File: src/rtl/multicycle_controller.sv
// Multicycle RISC-V control FSM: sequences fetch/decode/execute/writeback and drives datapath selects.
// Latency: outputs are combinational from the current state; state advances one step per clock.
// Backpressure: FETCH, MEMREAD and MEMWRITE hold while mem_ready is low; mem_ready is ignored elsewhere.
//
// Ports:
//   clk, rst            clock, asynchronous active-low reset
//   op, funct3, funct7b5 instruction fields; zero = ALU zero flag; mem_ready = memory handshake
//   pc_write, adr_src, mem_write, ir_write, reg_write   datapath enables / address select
//   result_src, alu_src_a, alu_src_b, imm_src, alu_control   datapath mux / ALU selects
//   illegal_op          one-cycle pulse from DECODE on an unsupported opcode
//   state               current state encoding for debug
module multicycle_controller (
  input  logic       clk,
  input  logic       rst,
  input  logic [6:0] op,
  input  logic [2:0] funct3,
  input  logic       funct7b5,
  input  logic       zero,
  input  logic       mem_ready,
  output logic       pc_write,
  output logic       adr_src,
  output logic       mem_write,
  output logic       ir_write,
  output logic       reg_write,
  output logic [1:0] result_src,
  output logic [1:0] alu_src_a,
  output logic [1:0] alu_src_b,
  output logic [1:0] imm_src,
  output logic [2:0] alu_control,
  output logic       illegal_op,
  output logic [3:0] state
);

  typedef enum logic [3:0] {
    S_FETCH    = 4'd0,
    S_DECODE   = 4'd1,
    S_MEMADR   = 4'd2,
    S_MEMREAD  = 4'd3,
    S_MEMWB    = 4'd4,
    S_MEMWRITE = 4'd5,
    S_EXECR    = 4'd6,
    S_ALUWB    = 4'd7,
    S_EXECI    = 4'd8,
    S_JAL      = 4'd9,
    S_BEQ      = 4'd10
  } state_e;

  localparam logic [6:0] OP_LOAD  = 7'b0000011;
  localparam logic [6:0] OP_STORE = 7'b0100011;
  localparam logic [6:0] OP_RTYPE = 7'b0110011;
  localparam logic [6:0] OP_ITYPE = 7'b0010011;
  localparam logic [6:0] OP_JAL   = 7'b1101111;
  localparam logic [6:0] OP_BEQ   = 7'b1100011;

  localparam logic [2:0] ALU_ADD = 3'b000;
  localparam logic [2:0] ALU_SUB = 3'b001;
  localparam logic [2:0] ALU_AND = 3'b010;
  localparam logic [2:0] ALU_OR  = 3'b011;
  localparam logic [2:0] ALU_SLT = 3'b101;

  state_e     state_q, state_d;
  logic [2:0] alu_dec;

  always_ff @(posedge clk or negedge rst) begin
    if (!rst) state_q <= S_FETCH;
    else      state_q <= state_d;
  end

  assign state = state_q;

  // funct3=000 is sub only for R-type with funct7b5 set; I-type addi
  // reuses instr[30] as an immediate bit, so op[5] qualifies it.
  always_comb begin
    alu_dec = ALU_ADD;
    case (funct3)
      3'b000:  alu_dec = (op[5] & funct7b5) ? ALU_SUB : ALU_ADD;
      3'b010:  alu_dec = ALU_SLT;
      3'b110:  alu_dec = ALU_OR;
      3'b111:  alu_dec = ALU_AND;
      default: alu_dec = ALU_ADD;
    endcase
  end

  always_comb begin
    state_d     = state_q;
    pc_write    = 1'b0;
    adr_src     = 1'b0;
    mem_write   = 1'b0;
    ir_write    = 1'b0;
    reg_write   = 1'b0;
    result_src  = 2'b00;
    alu_src_a   = 2'b00;
    alu_src_b   = 2'b00;
    imm_src     = 2'b00;
    alu_control = ALU_ADD;
    illegal_op  = 1'b0;

    case (state_q)
      S_FETCH: begin
        alu_src_b  = 2'b10;
        result_src = 2'b10;
        pc_write   = mem_ready;
        ir_write   = mem_ready;
        if (mem_ready) state_d = S_DECODE;
      end
      S_DECODE: begin
        alu_src_a = 2'b01;
        alu_src_b = 2'b01;
        imm_src   = 2'b10;
        case (op)
          OP_LOAD, OP_STORE: state_d = S_MEMADR;
          OP_RTYPE:          state_d = S_EXECR;
          OP_ITYPE:          state_d = S_EXECI;
          OP_JAL:            state_d = S_JAL;
          OP_BEQ:            state_d = S_BEQ;
          default: begin
            state_d    = S_FETCH;
            illegal_op = 1'b1;
          end
        endcase
      end
      S_MEMADR: begin
        alu_src_a = 2'b10;
        alu_src_b = 2'b01;
        imm_src   = op[5] ? 2'b01 : 2'b00;
        state_d   = op[5] ? S_MEMWRITE : S_MEMREAD;
      end
      S_MEMREAD: begin
        adr_src = 1'b1;
        if (mem_ready) state_d = S_MEMWB;
      end
      S_MEMWRITE: begin
        // Held high through the stall; memory commits on the mem_ready cycle.
        adr_src   = 1'b1;
        mem_write = 1'b1;
        if (mem_ready) state_d = S_FETCH;
      end
      S_MEMWB: begin
        result_src = 2'b01;
        reg_write  = 1'b1;
        state_d    = S_FETCH;
      end
      S_EXECR: begin
        alu_src_a   = 2'b10;
        alu_control = alu_dec;
        state_d     = S_ALUWB;
      end
      S_EXECI: begin
        alu_src_a   = 2'b10;
        alu_src_b   = 2'b01;
        alu_control = alu_dec;
        state_d     = S_ALUWB;
      end
      S_ALUWB: begin
        reg_write = 1'b1;
        state_d   = S_FETCH;
      end
      S_JAL: begin
        alu_src_a = 2'b01;
        alu_src_b = 2'b10;
        imm_src   = 2'b11;
        pc_write  = 1'b1;
        state_d   = S_ALUWB;
      end
      S_BEQ: begin
        alu_src_a   = 2'b10;
        alu_control = ALU_SUB;
        pc_write    = zero;
        state_d     = S_FETCH;
      end
      default: state_d = S_FETCH;
    endcase

    // The state register resets asynchronously, but FETCH still decodes
    // mem_ready, so the enables must be squashed directly while in reset.
    if (!rst) begin
      pc_write   = 1'b0;
      ir_write   = 1'b0;
      mem_write  = 1'b0;
      reg_write  = 1'b0;
      illegal_op = 1'b0;
    end
  end

endmodule

File: config.mk
export PLATFORM = sky130hd
export DESIGN_NAME = multicycle_controller
export DESIGN_NICKNAME = d
export VERILOG_FILES = /design/src/rtl/multicycle_controller.sv
export SDC_FILE = /design/constraint.sdc
export NUM_CORES = 1
export LEC_CHECK = 0
export CAP_MARGIN = 15
export CELL_PAD_IN_SITES_DETAIL_PLACEMENT = 1
export CELL_PAD_IN_SITES_GLOBAL_PLACEMENT = 2
export CORE_UTILIZATION = 21
export CTS_BUF_LIST = sky130_fd_sc_hd__clkbuf_4
export CTS_CLUSTER_SIZE = 40
export DETAILED_ROUTE_END_ITERATION = 8
export HOLD_SLACK_MARGIN = 0.02
export PLACE_DENSITY_LB_ADDON = 0.1
export SLEW_MARGIN = 10
export SYNTH_ARGS = -nofsm -noshare
export SYNTH_HDL_FRONTEND = slang
export SYNTH_SLANG_ARGS = --single-unit
export TNS_END_PERCENT = 20
File: constraint.sdc
create_clock -name clk -period 2.9 [get_ports clk]
set_input_delay 0.58 -clock clk [delete_from_list [all_inputs] [get_ports clk]]
set_output_delay 0.58 -clock clk [all_outputs]
set_load 0.02 [all_outputs]
==> results of run 1 <==
## where the power goes
| group | total (mW) | internal, mW | switching [mW] |
|---|---|---|---|
| Combinational | 0.229 | 0.118 | 0.111 |
| Clock | 0.0700 | 0.0464 | 0.0237 |
| Sequential | 0.0787 | 0.0608 | 0.0179 |
| Total | 0.378 | 0.226 | 0.153 |
## through the flow
step	setup slack, ns	power [mW]	utilization (%)	cell area, µm²	instances
after floorplan	0.682	0.214	-	628	87
after global placement	0.0651	0.311	36.5	1020	154
after CTS	0.0348	0.384	37.3	1050	157
after global routing	0.0341	0.405	37.5	1050	157
after detailed placement	0.0454	0.311	36.5	1020	154
final	0.128	0.378	37.5	1050	157
## routing by layer
layer	share of wire [%]	routed length, µm
met5	0	0
met2	46	911
met4	0.70	14
met3	4.6	92
met1	49	979
## cell usage after synthesis, drive strengths merged (3+ instances only)
cell type and number:
nor3 5, nand2 9, nand2b 3, dfrtp 4
buf 8, a21oi 7, nor2 11, o21ai 7
inv 4, nand3b 3
## cells by family (layout without fill, tap and decap cells)
| logic type | count (synthesis) | after routing |
|---|---|---|
| buf+inv | 12 | 51 |
| mux | 1 | 1 |
| compound gates | 27 | 27 |
| xor+xnor | 2 | 2 |
| simple gates | 41 | 41 |
| flops | 4 | 4 |
## final cells by class
type	instances	area share [%]
Multi-Input combinational cell	71	43.0
Timing Repair Buffer	44	40.2
Sequential cell	4	9.51
Tap cell	31	3.69
Clock buffer	3	2.14
Inverter	4	1.43
## worst min-delay path by stage
stage	from	endpoint	slack (ns)
2_1_floorplan	rst	state[0]$_DFFE_PN0P_	0.28
3_3_place_gp	state[1]$_DFFE_PN0P_	state[0]$_DFFE_PN0P_	0.80
3_5_place_dp	state[1]$_DFFE_PN0P_	state[0]$_DFFE_PN0P_	0.80
4_1_cts	rst	state[1]$_DFFE_PN0P_	0.76
5_1_grt	rst	state[1]$_DFFE_PN0P_	0.80
6_report	rst	state[2]$_DFFE_PN0P_	0.76
## what timing repair did
action                                 4_1_cts  5_1_grt
endpoints found under the hold margin        0        0
gates resized for setup                      0        2
setup endpoints to repair                    0        2
==> results.toml, run 1 <==
[clock_tree]
cts_setup_buffers = 0
hold_buffers = 0
cts-root-buf = "clkbuf_4"
clk_path_buf_depth = 2
htree_levels = 1
cts_tree = "yes"
cts.sinks = 4
clk_latency_ns = 0.24
clkSlewWorstSetupHoldPaths_ns = 0.04
cts_made_buffers = 3

[setup_path]
startpoint_type = "input port"
startpoint = "op[5]"
rr_startpoint = "state[2]$_DFFE_PN0P_"
cp.required_ns = 2.32
arrival_ns = 2.19
worstSetupEndpointType = "primary output"
crit_chain = "clkdlybuf4s50_1 > inv_1 > o31a_1 > nor2_1 > clkdlybuf4s50_1"
r2r_cells = 4
crit_family = "buffers and inverters"
crit_end = "imm_src[0]"
cp_num_buf_inv = 3
cp.depth = 5
cp_common_cell = "clkdlybuf4s50_1"
critPathMaxFanout = 5
timing.rr.end = "state[1]$_DFFE_PN0P_"
cpPeakStageDelay_ns = 0.61
cpMaxStageDelayCell = "clkdlybuf4s50_1"
worstSetupPathType = "in2out"
reg2reg_slack_ns = 1.33

[outcome]
run_status = "finished with violations"
violations = "DRC"

[worst_hold_path]
hp-class = "in2async"

[sta]
slew_violations = 0
grt_setup_unrepaired = "no"
fin_crit_ns = 2.77
clock_skew_ns = 0.00105
final_hold_viol_count = 0
fmax_mhz = 361
max_slew_margin_pct = 71.9
hold_ws_ns = 0.765
setup_violations = 0
tns_ns = 0
finalCritPeriodShare_pct = 95.6
tightest_slew_ns = 0.421

[grt]
grt_pass1_wl_um = 3480
met3_usage_pct = 2.30
grt-ovfl-total = 0
met2_usage_pct = 21.9
met1_usage_pct = 18.2
antenna_found_initial = 0
grt_max_degree = 14
grt_pass1_vias = 767
grt_usage_pct = 13.6
top_usage_layer = "met2"

[pwr]
p_per_area_nw_per_um2 = 359
peakVddDrop_uv = 184
power.leakage_nw = 0.467

[yosys]
synth_top_family_by_area = "simple AND/OR/NAND/NOR gates"
yosysSeqAreaShare_pct = 15.9
synth_compound_area_share_pct = 30.1
syn_area_per_cell_um2 = 7.22
yosys_warnings = 0
syn_inst = 87
synth_enable_flop_cells = 0
synth.area.top_cells = "dfrtp_1 16%, nor2_1 6.6%, a21oi_1 5.6%"
ys_seq_elements = 4
syn_nets = 102
synth_ff_type = "dfrtp_1"
netlist-cell-type-count = 37
synth_area_leader_cell = "dfrtp_1"
synth_area_um2 = 628
yosys.area_share.adder_pct = 0
yosys.area_share.simple_pct = 37.6
yosys-mux-area-fraction_pct = 1.59
yosys.area_share.xor_xnor_pct = 2.79
synthArstFlopShare_pct = 100
synth_top_area_share_pct = 15.9

[layout]
largest_reg_flops = 4
antenna_cells = 0
mostFrequentLayoutCells = "33 x clkdlybuf4s50_1, 11 x nor2_1, 9 x nand2_1, 9 x buf_4, 7 x a21oi_1"
syn2layout_area_growth_pct = 67.5
seqCellArea_um2 = 100
fillers = 362
layout-drive-gt1-share_pct = 15.1
multiInputGateArea_um2 = 453
final_common_cell = "clkdlybuf4s50_1"
nets = 143

[die]
ios = 36
fp.coreArea_um2 = 2810
initial_core_util_pct = 22.4
rows = 19
fp.dieH_um = 56.7
die_width_um = 56.7
die_area_um2 = 3210

[drt]
vias = 767
wl_um = 2000
ant_nets = 0
vias_per_cell = 4.89
drt_pass1_iterations = 7
drc_errors = 6
wire_per_inst_um = 12.7
drt_iter0_drc = 14

[placement]
dp_hpwl_um = 1650
place_congestion = 0.820
io_buffers = 35

[job]
cap_violations = 0
(Power assumes the default switching activity.)
==> run 2, diff against run 1 <==
TNS_END_PERCENT = unset   (was 20)
==> results of run 2 <==
No change in the layout: final DEF, timing and power equal those of run 1.
==> run 3, diff against run 2 <==
CTS_CLUSTER_DIAMETER = 50   (was unset)
GPL_TIMING_DRIVEN = 0   (was unset)
==> run 3 against run 2 <==
Die area did not move. The flow still finishes with violations (DRC). Via count down 0.13%. Critical path depth fell by 1. Largest cell class unchanged. Clock power decreased by 2%. Global-route usage down 0.061 points. Total power increased by 2.6%. Clock skew rose by 0.0038 ns. Maximum frequency about the same. Critical path type unchanged. Non-clock buffer count is 1 lower.
==> results.toml, run 3 (synthesized netlist as in run 1, its figures left out) <==
[layout]
fin_area_um2 = 1050
mostFrequentLayoutCells = "32 x clkdlybuf4s50_1, 11 x nor2_1, 9 x nand2_1, 7 x a21oi_1, 5 x o21ai_0"
largest_reg_flops = 4
syn2layout_area_growth_pct = 66.7
final_common_cell = "clkdlybuf4s50_1"
nets = 142
layout-drive-gt1-share_pct = 14.4
fillers = 356
final_util_pct = 37.3
antenna_cells = 0

[drt]
drt_pass1_iterations = 6
vias = 766
drt_iter0_drc = 23
vias_per_cell = 4.91
wire_per_inst_um = 13.2
wl_um = 2050
ant_nets = 0
drc_errors = 6

[setup_path]
worstSetupEndpointType = "primary output"
reg2reg_slack_ns = 1.50
cpMaxStageDelayCell = "clkdlybuf4s50_1"
r2r_cells = 4
critPathMaxFanout = 8
cpPeakStageDelay_ns = 0.65
timing.rr.end = "state[1]$_DFFE_PN0P_"
rr_startpoint = "state[0]$_DFFE_PN0P_"
cp_common_cell = "clkdlybuf4s50_1"
crit_chain = "clkdlybuf4s50_1 > and3_1 > o21bai_1 > clkdlybuf4s50_1"
cp.required_ns = 2.32
arrival_ns = 2.19
worstSetupPathType = "in2out"
startpoint_type = "input port"

[clock_tree]
cts_made_buffers = 3
cts_tree = "yes"
clk_latency_ns = 0.24
cts.sinks = 4
clk_path_buf_depth = 2
cts_setup_buffers = 0
clkSlewWorstSetupHoldPaths_ns = 0.04
htree_levels = 1
cts-root-buf = "clkbuf_4"

[pwr]
p_per_area_nw_per_um2 = 370
peakVddDrop_uv = 225
switching_share_pct = 40.1
power.leakage_nw = 0.483
clkPwrFrac_pct = 17.8
p_comb_share_pct = 65.5
seqPwrFrac_pct = 16.7
total_power_mw = 0.388
p_int_mw = 0.232
switchingPower_mw = 0.156

[sta]
finalCritPeriodShare_pct = 95.6
slew_violations = 0
tns_ns = 0
final_hold_viol_count = 0
tightest_slew_ns = 0.315
grt_setup_unrepaired = "no"
clock_skew_ns = 0.00489
fin_crit_ns = 2.77
max_slew_margin_pct = 78.9
fmax_mhz = 361
setup_violations = 0

[placement]
io_buffers = 35
dp_hpwl_um = 1680
place_congestion = 0.775
placed_area_um2 = 1020

[die]
initial_core_util_pct = 22.4
rows = 19
ios = 36
fp.dieH_um = 56.7
die_width_um = 56.7
die_area_um2 = 3210
fp.coreArea_um2 = 2810

[grt]
grt_pass1_wl_um = 3380
grt-ovfl-total = 0
grt_usage_pct = 13.5
antenna_found_initial = 0
grt_pass1_vias = 748
grt_max_degree = 11

[worst_hold_path]
hp-class = "in2async"

[job]
cap_violations = 0

[outcome]
violations = "DRC"
run_status = "finished with violations"
[run 3: changes by cell type in the layout (fill, tap and decap cells not counted)]
cell             previous run  this run
buf_2                       0         3
buf_4                       9         3
buf_6                       0         2
clkdlybuf4s50_1            33        32
dlymetal6s2s_1              2         3
[run 3: worst max-delay path: cells and delay by family]
family	cells	cell delay, ns
AO/OA/AOI/OAI	1	0.11
AND/OR/NAND/NOR	1	0.23
buffers and inverters	2	1.27
[run 3: power by group through the flow]
stage	registers (mW)	logic (mW)	clock network, mW
final	0.0649	0.254	0.0689
after global routing	0.0653	0.275	0.0791
after CTS	0.0650	0.257	0.0729
after detailed placement	0.0657	0.256	0
after global placement	0.0650	0.256	0
after floorplan	0.0712	0.143	0
[run 3: final cells by class]
cell class | instances | area [µm²] | area share [%]
timing repair buffer | 35 | 358 | 34.2
tap | 31 | 38.8 | 3.70
inverter | 4 | 15.0 | 1.43
multi-input combinational | 71 | 453 | 43.2
sequential | 4 | 100 | 9.56
buffer | 8 | 60.1 | 5.73
clock buffer | 3 | 22.5 | 2.15
[run 3: repair_timing]
action,in CTS,in global routing
hold buffers,0,0
gates resized for setup,0,3
setup endpoints to repair,0,3
[run 3: worst max-delay path by stage]
| stage | start | endpoint | slack [ns] | cells after the start |
|---|---|---|---|---|
| final | rst | pc_write | 0.13 | 4 |
| after global routing | rst | pc_write | 0.001 | 4 |
| after CTS | op[5] | illegal_op | 0.01 | 6 |
| after detailed placement | op[5] | alu_control[0] | 0.03 | 5 |
| after global placement | op[5] | illegal_op | 0.02 | 6 |
| after floorplan | state[1]$_DFFE_PN0P_ | pc_write | 0.68 | 4 |
[run 3: per-layer routing]
metal  share of wire (%)  GRT usage [%]  vias to the layer above
li1                    -              -                      386
met1                  45           16.9                      354
met2                  50           23.3                       24
met3                 4.5           3.00                        2
met4                0.68           3.21                        0
met5                   0              0                        -
[run 3: per-stage QoR]
step | hold slack [ns] | instances | setup slack [ns]
floorplan | 0.284 | 87 | 0.682
global placement | 0.774 | 153 | 0.0165
detailed placement | 0.771 | 153 | 0.0250
CTS | 0.605 | 156 | 0.0126
global route | 0.615 | 156 | 0.00102
finish | 0.604 | 156 | 0.128
